File: config.mk
export PLATFORM = sky130hd
export DESIGN_NAME = relu_layer_sched
export DESIGN_NICKNAME = d
export VERILOG_FILES = /design/src/rtl/relu_layer_sched.sv
export SDC_FILE = /design/constraint.sdc
export NUM_CORES = 1
export LEC_CHECK = 0
export BUFFER_PORTS_ARGS = -buffer_cell sky130_fd_sc_hd__clkbuf_2
export CAP_MARGIN = 20
export CORE_MARGIN = 5
export CORE_UTILIZATION = 35
export DETAILED_ROUTE_END_ITERATION = 12
export SETUP_SLACK_MARGIN = 0.02
export SLEW_MARGIN = 0
export SYNTH_ARGS = -nofsm -noshare
export SYNTH_HDL_FRONTEND = slang
export SYNTH_SLANG_ARGS = --single-unit
File: constraint.sdc
create_clock -name clk -period 13.3 [get_ports clk]
set_clock_uncertainty 0.15 [all_clocks]
set_input_delay 0.665 -clock clk [delete_from_list [all_inputs] [get_ports clk]]
set_output_delay 0.665 -clock clk [all_outputs]
set_load 0.02 [all_outputs]
File: src/rtl/relu_layer_sched.sv
// relu_layer_sched
// Sequences one fully connected layer pass over a shared 8-input adder tree.
// For each output channel 0..NUM_CH-1 the block requests one vector of eight
// signed products. It sums the vector in a two-stage pipeline, adds the
// channel bias from a programmable table, applies ReLU and hands the
// activation downstream.
//
// Ports:
//   clk, rst_n            clock (rising edge), asynchronous active-low reset
//   start                 one-cycle pulse, begins a layer pass (IDLE only)
//   busy                  high while the pass is running or draining
//   done                  one-cycle pulse after the last activation is taken
//   cfg_we/addr/bias      bias table write port (IDLE only)
//   in_valid/in_ready     product vector handshake
//   in_ch                 channel index of the vector requested next
//   din0..din7            signed products, DW bits each
//   out_valid/out_ready   activation handshake
//   out_ch, out_last      channel of dout, high on the final channel
//   dout                  ReLU activation, never negative
module relu_layer_sched #(
  parameter int NUM_CH = 8,
  parameter int DW     = 16,
  parameter int BW     = 8
) (
  input  logic          clk,
  input  logic          rst_n,
  input  logic          start,
  output logic          busy,
  output logic          done,
  input  logic          cfg_we,
  input  logic [2:0]    cfg_addr,
  input  logic [BW-1:0] cfg_bias,
  input  logic          in_valid,
  output logic          in_ready,
  output logic [2:0]    in_ch,
  input  logic [DW-1:0] din0,
  input  logic [DW-1:0] din1,
  input  logic [DW-1:0] din2,
  input  logic [DW-1:0] din3,
  input  logic [DW-1:0] din4,
  input  logic [DW-1:0] din5,
  input  logic [DW-1:0] din6,
  input  logic [DW-1:0] din7,
  output logic          out_valid,
  input  logic          out_ready,
  output logic [2:0]    out_ch,
  output logic [DW-1:0] dout,
  output logic          out_last
);

  typedef enum logic [1:0] {
    ST_IDLE  = 2'd0,
    ST_RUN   = 2'd1,
    ST_DRAIN = 2'd2
  } state_t;

  localparam logic [2:0] LAST_CH = 3'(NUM_CH - 1);

  // Power-on / reset contents of the bias table.
  function automatic logic [BW-1:0] default_bias(input logic [2:0] idx);
    logic [BW-1:0] b;
    case (idx)
      3'd0:    b = BW'(8'd23);
      3'd1:    b = BW'(8'd27);
      3'd2:    b = BW'(8'd10);
      3'd3:    b = BW'(8'd31);
      3'd4:    b = BW'(8'd20);
      3'd5:    b = BW'(8'd23);
      3'd6:    b = BW'(8'd35);
      3'd7:    b = BW'(8'd6);
      default: b = BW'(8'd0);
    endcase
    return b;
  endfunction

  // ReLU on a wrapped two's complement value.
  function automatic logic [DW-1:0] relu(input logic [DW-1:0] v);
    return v[DW-1] ? {DW{1'b0}} : v;
  endfunction

  state_t        state_r;
  logic [2:0]    ch_cnt_r;
  logic          busy_r;
  logic          done_r;
  logic [BW-1:0] bias_r [0:7];

  logic          v1_r;
  logic [DW-1:0] s0_r;
  logic [DW-1:0] s1_r;
  logic [2:0]    ch1_r;

  logic          out_valid_r;
  logic [DW-1:0] dout_r;
  logic [2:0]    out_ch_r;
  logic          out_last_r;

  logic          adv_s;
  logic          in_ready_s;
  logic          in_fire_s;
  logic          out_fire_s;
  logic [DW-1:0] s0_s;
  logic [DW-1:0] s1_s;
  logic [DW-1:0] bias_ext_s;
  logic [DW-1:0] sum_s;

  // Pipeline advance and handshake qualifiers; in_ready must react to a
  // downstream stall in the same cycle, so it is combinational through adv.
  always_comb begin
    adv_s      = !out_valid_r || out_ready;
    in_ready_s = (state_r == ST_RUN) && adv_s;
    in_fire_s  = in_valid && in_ready_s;
    out_fire_s = out_valid_r && out_ready;
  end

  // Adder tree halves and the stage-2 sum; all adds wrap modulo 2^DW.
  always_comb begin
    s0_s       = din0 + din1 + din2 + din3;
    s1_s       = din4 + din5 + din6 + din7;
    bias_ext_s = {{(DW-BW){bias_r[ch1_r][BW-1]}}, bias_r[ch1_r]};
    sum_s      = s0_r + s1_r + bias_ext_s;
  end

  // Pass sequencer: state, channel counter, busy and the done pulse.
  always_ff @(posedge clk or negedge rst_n) begin
    if (!rst_n) begin
      state_r  <= ST_IDLE;
      ch_cnt_r <= 3'd0;
      busy_r   <= 1'b0;
      done_r   <= 1'b0;
    end else begin
      done_r <= 1'b0;
      case (state_r)
        ST_IDLE: begin
          if (start) begin
            state_r  <= ST_RUN;
            ch_cnt_r <= 3'd0;
            busy_r   <= 1'b1;
          end
        end
        ST_RUN: begin
          if (in_fire_s) begin
            ch_cnt_r <= ch_cnt_r + 3'd1;
            if (ch_cnt_r == LAST_CH) begin
              state_r <= ST_DRAIN;
            end
          end
        end
        ST_DRAIN: begin
          // Only the final channel can still be in flight with out_last set.
          if (out_fire_s && out_last_r) begin
            state_r <= ST_IDLE;
            busy_r  <= 1'b0;
            done_r  <= 1'b1;
          end
        end
        default: begin
          state_r  <= ST_IDLE;
          ch_cnt_r <= 3'd0;
          busy_r   <= 1'b0;
        end
      endcase
    end
  end

  // Bias table; a write issued together with start still lands in IDLE,
  // well before any channel reaches stage 2.
  always_ff @(posedge clk or negedge rst_n) begin
    if (!rst_n) begin
      for (int i = 0; i < 8; i++) begin
        bias_r[i] <= default_bias(3'(i));
      end
    end else if (cfg_we && (state_r == ST_IDLE)) begin
      bias_r[cfg_addr] <= cfg_bias;
    end
  end

  // Stage 1: partial sums of the accepted vector; an empty slot is a bubble.
  always_ff @(posedge clk or negedge rst_n) begin
    if (!rst_n) begin
      v1_r  <= 1'b0;
      s0_r  <= {DW{1'b0}};
      s1_r  <= {DW{1'b0}};
      ch1_r <= 3'd0;
    end else if (adv_s) begin
      v1_r <= in_fire_s;
      if (in_fire_s) begin
        s0_r  <= s0_s;
        s1_r  <= s1_s;
        ch1_r <= ch_cnt_r;
      end
    end
  end

  // Stage 2: output register; data, channel and last flag move together
  // and hold while the consumer stalls.
  always_ff @(posedge clk or negedge rst_n) begin
    if (!rst_n) begin
      out_valid_r <= 1'b0;
      dout_r      <= {DW{1'b0}};
      out_ch_r    <= 3'd0;
      out_last_r  <= 1'b0;
    end else if (adv_s) begin
      out_valid_r <= v1_r;
      if (v1_r) begin
        dout_r     <= relu(sum_s);
        out_ch_r   <= ch1_r;
        out_last_r <= (ch1_r == LAST_CH);
      end else begin
        out_last_r <= 1'b0;
      end
    end
  end

  assign busy      = busy_r;
  assign done      = done_r;
  assign in_ready  = in_ready_s;
  assign in_ch     = ch_cnt_r;
  assign out_valid = out_valid_r;
  assign out_ch    = out_ch_r;
  assign dout      = dout_r;
  assign out_last  = out_last_r;

endmodule

* Yosys cells after proc, flatten, opt, wreduce, memory -nomap -nowiden
Cells that the tools add are included.
Word-level totals: bits in registers 128, output and inout port bits 27, word-level logic and storage cells 79, input bits 145
Cells by class: multiplexer cells 21, reductions and logical operators 14, equal/unequal tests 8, $lt $le $gt $ge 3, $add $sub $neg 9, bitwise logic cells 4
Operator list (count):
- adder 16 bit | 8
- bitwise mux 64 bit | 1
- binary-select mux 8 bit (select 3 bit) | 1
- demux 8 bit (select 3 bit) | 1
- 2-to-1 mux 8 bit | 3
- 2-to-1 mux 15 bit | 1
- case mux 3 bit (3 select lines) | 1
- >= comparator 4 bit (second input constant) | 2
- 2-to-1 mux 2 bit | 4
- NOT 3 -> 4 bit | 2
- == test 3 bit (second input constant) | 2
- logical AND 1 bit | 6
- 2-to-1 mux 3 bit | 2
- != test 2 bit (second input constant) | 3
- case mux 2 bit (3 select lines) | 1
- AND reduction 3 bit | 2
- 2-to-1 mux 1 bit | 5
- less-than comparator 4 x 1 -> 1 bit (second input constant) | 1
- AND reduction 2 bit | 2
- AND reduction 4 bit | 1
- adder 3 x 1 -> 3 bit (second input constant) | 1
- case mux 1 bit (3 select lines) | 1
- == test 2 x 1 -> 1 bit (second input constant) | 1
- == test 2 bit (second input constant) | 1
- other kinds (5) | 6

* Depth between registers and ports, before layout
depth after elaboration 6, gate-level depth with buffers 17, depth with buffers taken out 14

* Worst setup path before layout
No wires, ideal clock.
path kind register to register, start point reg ch1_r[0], end point reg dout_r[10], in the netlist dout[10], arrival 4.127 ns, period minus slack after synthesis 4.417 ns, buffers on the path 3, cell stages (with the launch flop) 16, required time 13.010 ns, slack 8.883 ns, library setup time 0.140 ns, path through dfrtp_1 buf_6 buf_1 mux4_2 mux2_2 fa_1 inv_1 fa_1 nand2b_1 a21oi_1 a211oi_1 nor3b_1 o22ai_1 xnor2_2 buf_6 o31ai_2
On the way: word-level cells in the longest chain between the ends 6
Ends and longest elaborated chain:
- start: declaration | RTL line 90 | logic [2:0] ch1_r;
- start signal: assignment | RTL line 189 | ch1_r <= ch_cnt_r;
- NOT 3 -> 4 bit (not written as such) | RTL line 119 | bias_ext_s = {{(DW-BW){bias_r[ch1_r][BW-1]}}, bias_r[ch1_r]};
- binary-select mux 8 bit (select 3 bit) | RTL line 119
- 2-to-1 mux 8 bit (not written as such) (2 in series) | RTL line 119
- adder 16 bit | RTL line 120 | sum_s = s0_r + s1_r + bias_ext_s;
- 2-to-1 mux 15 bit | RTL line 78 | return v[DW-1] ? {DW{1'b0}} : v;
- end signal: assignment | RTL line 199 | dout_r <= {DW{1'b0}};
- end signal: assignment | RTL line 205 | dout_r <= relu(sum_s);
- end: declaration | RTL line 93 | logic [DW-1:0] dout_r;
No other way between the ends. The select of a mux whose other input is x is not followed. A chain may end at the register's enable or synchronous reset.

* Worst setup path after layout
start point reg ch1_r[1], end point reg dout_r[4], in the netlist dout[4]
Same word-level chain as after synthesis.

==> results.yml <==
status:
  outcome: "complete, no violations"
route:
  avgViaCountPerCell: 4.68
  route.met2.wl_mm: 9.86
  drt.antenna.violating_nets: 0
  dr.pass1.iters: 4
  route.met3.wl_um: 933
  routed.top_layer: "met5"
  drt-total-wl_mm: 20.3
  vias: 6531
  drc: 0
  wl_per_cell_um: 14.5
  m1WireLength_mm: 9.18
  first_iter_violations: 256
place:
  gp_congestion: 0.800
  place.port_buffers: 170
  dp_hpwl_mm: 16.0
  placedCellCount: 1362
  dp_slack_ps: 7920
sta:
  setup_tns_ps: 0
  period_minus_slack_ps: 4960
  setup_viol: 0
  setup_ws_ps: 8340
  rsz0062_at_grt: "false"
  slew-limit-headroom_pct: 34.0
  worst_pin_slew_ps: 985
  final_hold_viol_count: 0
  min_period_over_period_pct: 37.3
  fmax_ghz: 0.202
  drv_slew: 0
synth:
  synth_area_leaders: "dfrtp_1, fa_1, mux2_2"
  syn_inst: 875
  ys_async_sr_fraction_pct: 100
  ys_seq_area_share_pct: 34.3
  ys.flop_type: "dfrtp_1"
  synth_area_sq_um: 9360
  yosysMostFrequentCell: "inv_1"
  synth_top_area_share_pct: 27.0
  ys_top_cells_by_count: "inv_1, dfrtp_1, nand2_1"
  synth.distinct_cells: 53
  syn_nets: 1142
  synth_area_leader_cell: "dfrtp_1"
  synth_edf_count: 0
  syn_area_per_cell_sq_um: 10.7
  yosys_warnings: 0
  ys_ff_latch: 127
clocking:
  cts_hold_buf: 0
  cts_root_buf: "clkbuf_16"
  numCtsBuffers: 17
  insertion_delay_ps: 420
  cts_resized: 0
  cts_tree: "done"
  clk_path_buf_depth: 2
  post_cts_buffers: 0
  clk_pin_slew_ps: 60
  htreeDepth: 4
  cts_sinks: 127
power:
  p_leak_nw: 5.86
  ir_drop_mv: 0.205
  power_density_nw_per_um2: 241
  power.total_mw: 2.71
finish:
  diodes: 0
  nFillCells: 2517
  final_nets: 1315
  fin_cells: 1396
  area_growth_pct: 20.0
  utilization_pct: 42.9
  drive_gt1_share_pct: 31.3
floorplan:
  start_util_pct: 35.7
  placementRows: 59
  fp.dieH_um: 174
  dieArea_sq_um: 30100
  die_w_um: 174
  io_pins: 172
  coreArea_sq_um: 26200
global_routing:
  grt_max_degree: 64
  grt_pass1_vias: 6727
  grt_pass1_wl_mm: 34.1
  track_usage_pct: 13.9
  antenna_found_initial: 1
  gr-total-overflow: 0
worst_setup_path:
  path_class: "flip-flop to flip-flop"
  arrival_ps: 5060
  crit_fanout: 19
  required_ps: 13410
  startpoint: "ch1_r[1]$_DFFE_PN0P_"
  r2r_start: "ch1_r[1]$_DFFE_PN0P_"
  crit_path_end_kind: "flip-flop"
  critPathLaunchType: "flip-flop"
flow_run:
  drv_cap: 0
hold_path:
  hp-class: "input port to asynchronous set/reset pin"
[worst max-delay path: stages, from the launching register on]
cell,delay (ps)
dfrtp_1,910
mux4_2,410
mux2i_1,210
fa_1,450
inv_1,70
ha_1,190
inv_1,60
fa_1,390
nand2b_1,180
a21oi_1,140
a211oi_1,100
nor3b_1,390
o22ai_1,180
xnor2_2,810
o41ai_2,170
[cell usage in the layout (no fill, tap or decap), types with 4 or more instances in the layout]
master	netlist	final
and2_1	4	4
and3_1	6	6
fa_1	76	76
dfrtp_1	101	101
mux4_2	10	10
nand3_1	8	8
inv_1	167	167
clkbuf_16	0	17
nand2b_1	4	4
a31oi_1	4	4
o21ai_0	49	49
nor2_1	21	21
o21a_1	5	5
xor2_1	22	22
mux2_2	73	73
buf_4	1	4
nor2b_1	4	4
nand4_1	5	5
mux4_1	6	6
dfstp_2	26	26
a211oi_1	6	6
clkbuf_2	0	169
a21oi_1	26	26
clkbuf_8	0	4
o31ai_2	10	10
o31ai_1	6	6
xnor2_1	27	27
ha_1	46	46
nand2_1	91	90
o21bai_1	4	4
a21o_1	17	17
[final cells by class]
class | instances | area [sq um] | area share (%)
multi-input cells | 560 | 5430 | 48.3
flip-flops and latches | 127 | 3210 | 28.6
repair buffers | 175 | 931 | 8.29
inverters | 167 | 627 | 5.58
clock buffers | 23 | 488 | 4.34
well taps | 335 | 419 | 3.73
clock inverters | 9 | 133 | 1.18
[kinds of logic (layout without fill, tap and decap cells)]
family,after synthesis,count (layout),synth area share [%]
simple gates,151,151,6.98
fa+ha+maj,122,122,22.4
compound gates,142,142,10.1
mux,93,93,13.4
xor+xnor,51,51,5.05
buf+inv,188,374,7.74
flops,127,127,34.3
other cells,1,1,0.0401
[metrics by stage]
step	hold WS [ps]	cell area [sq um]
floorplan	219	9360
global placement	321	10600
detailed placement	321	10600
CTS	105	11200
global route	138	11200
finish	102	11200
[metal layers]
metal | track usage, % | vias to the layer above
li1 | - | 3221
met1 | 18.6 | 3137
met2 | 23.1 | 152
met3 | 3.03 | 19
met4 | 3.62 | 2
met5 | 0 | -
[sequential cells by signal, indices dropped and copies added (netlist names)]
name       count
bias_r        64
busy           1
ch1_r          3
done           1
dout          15
in_ch          3
out_ch         3
out_last       1
out_valid      1
s0_r          16
s1_r          16
state_r        2
v1_r           1
[where the power goes]
| group | switching (mW) | total [mW] | internal [mW] |
|---|---|---|---|
| Clock | 0.170 | 0.484 | 0.315 |
| Combinational | 0.840 | 1.52 | 0.676 |
| Sequential | 0.130 | 0.708 | 0.577 |
[final timing paths]
check,to,slack [ps],cells past startpoint
max,dout[4]$_DFFE_PN0P_,8340,14
min reg2reg,dout[14]$_DFFE_PN0P_,330,2
min in group clk,dout[14]$_DFFE_PN0P_,330,2
max reg2reg,dout[4]$_DFFE_PN0P_,8340,14
max in group asynchronous,out_last$_DFFE_PN0N_,11850,2
min,bias_r[27]$_DFFE_PN0P_,100,1
Power figures use the tool's default switching activity.
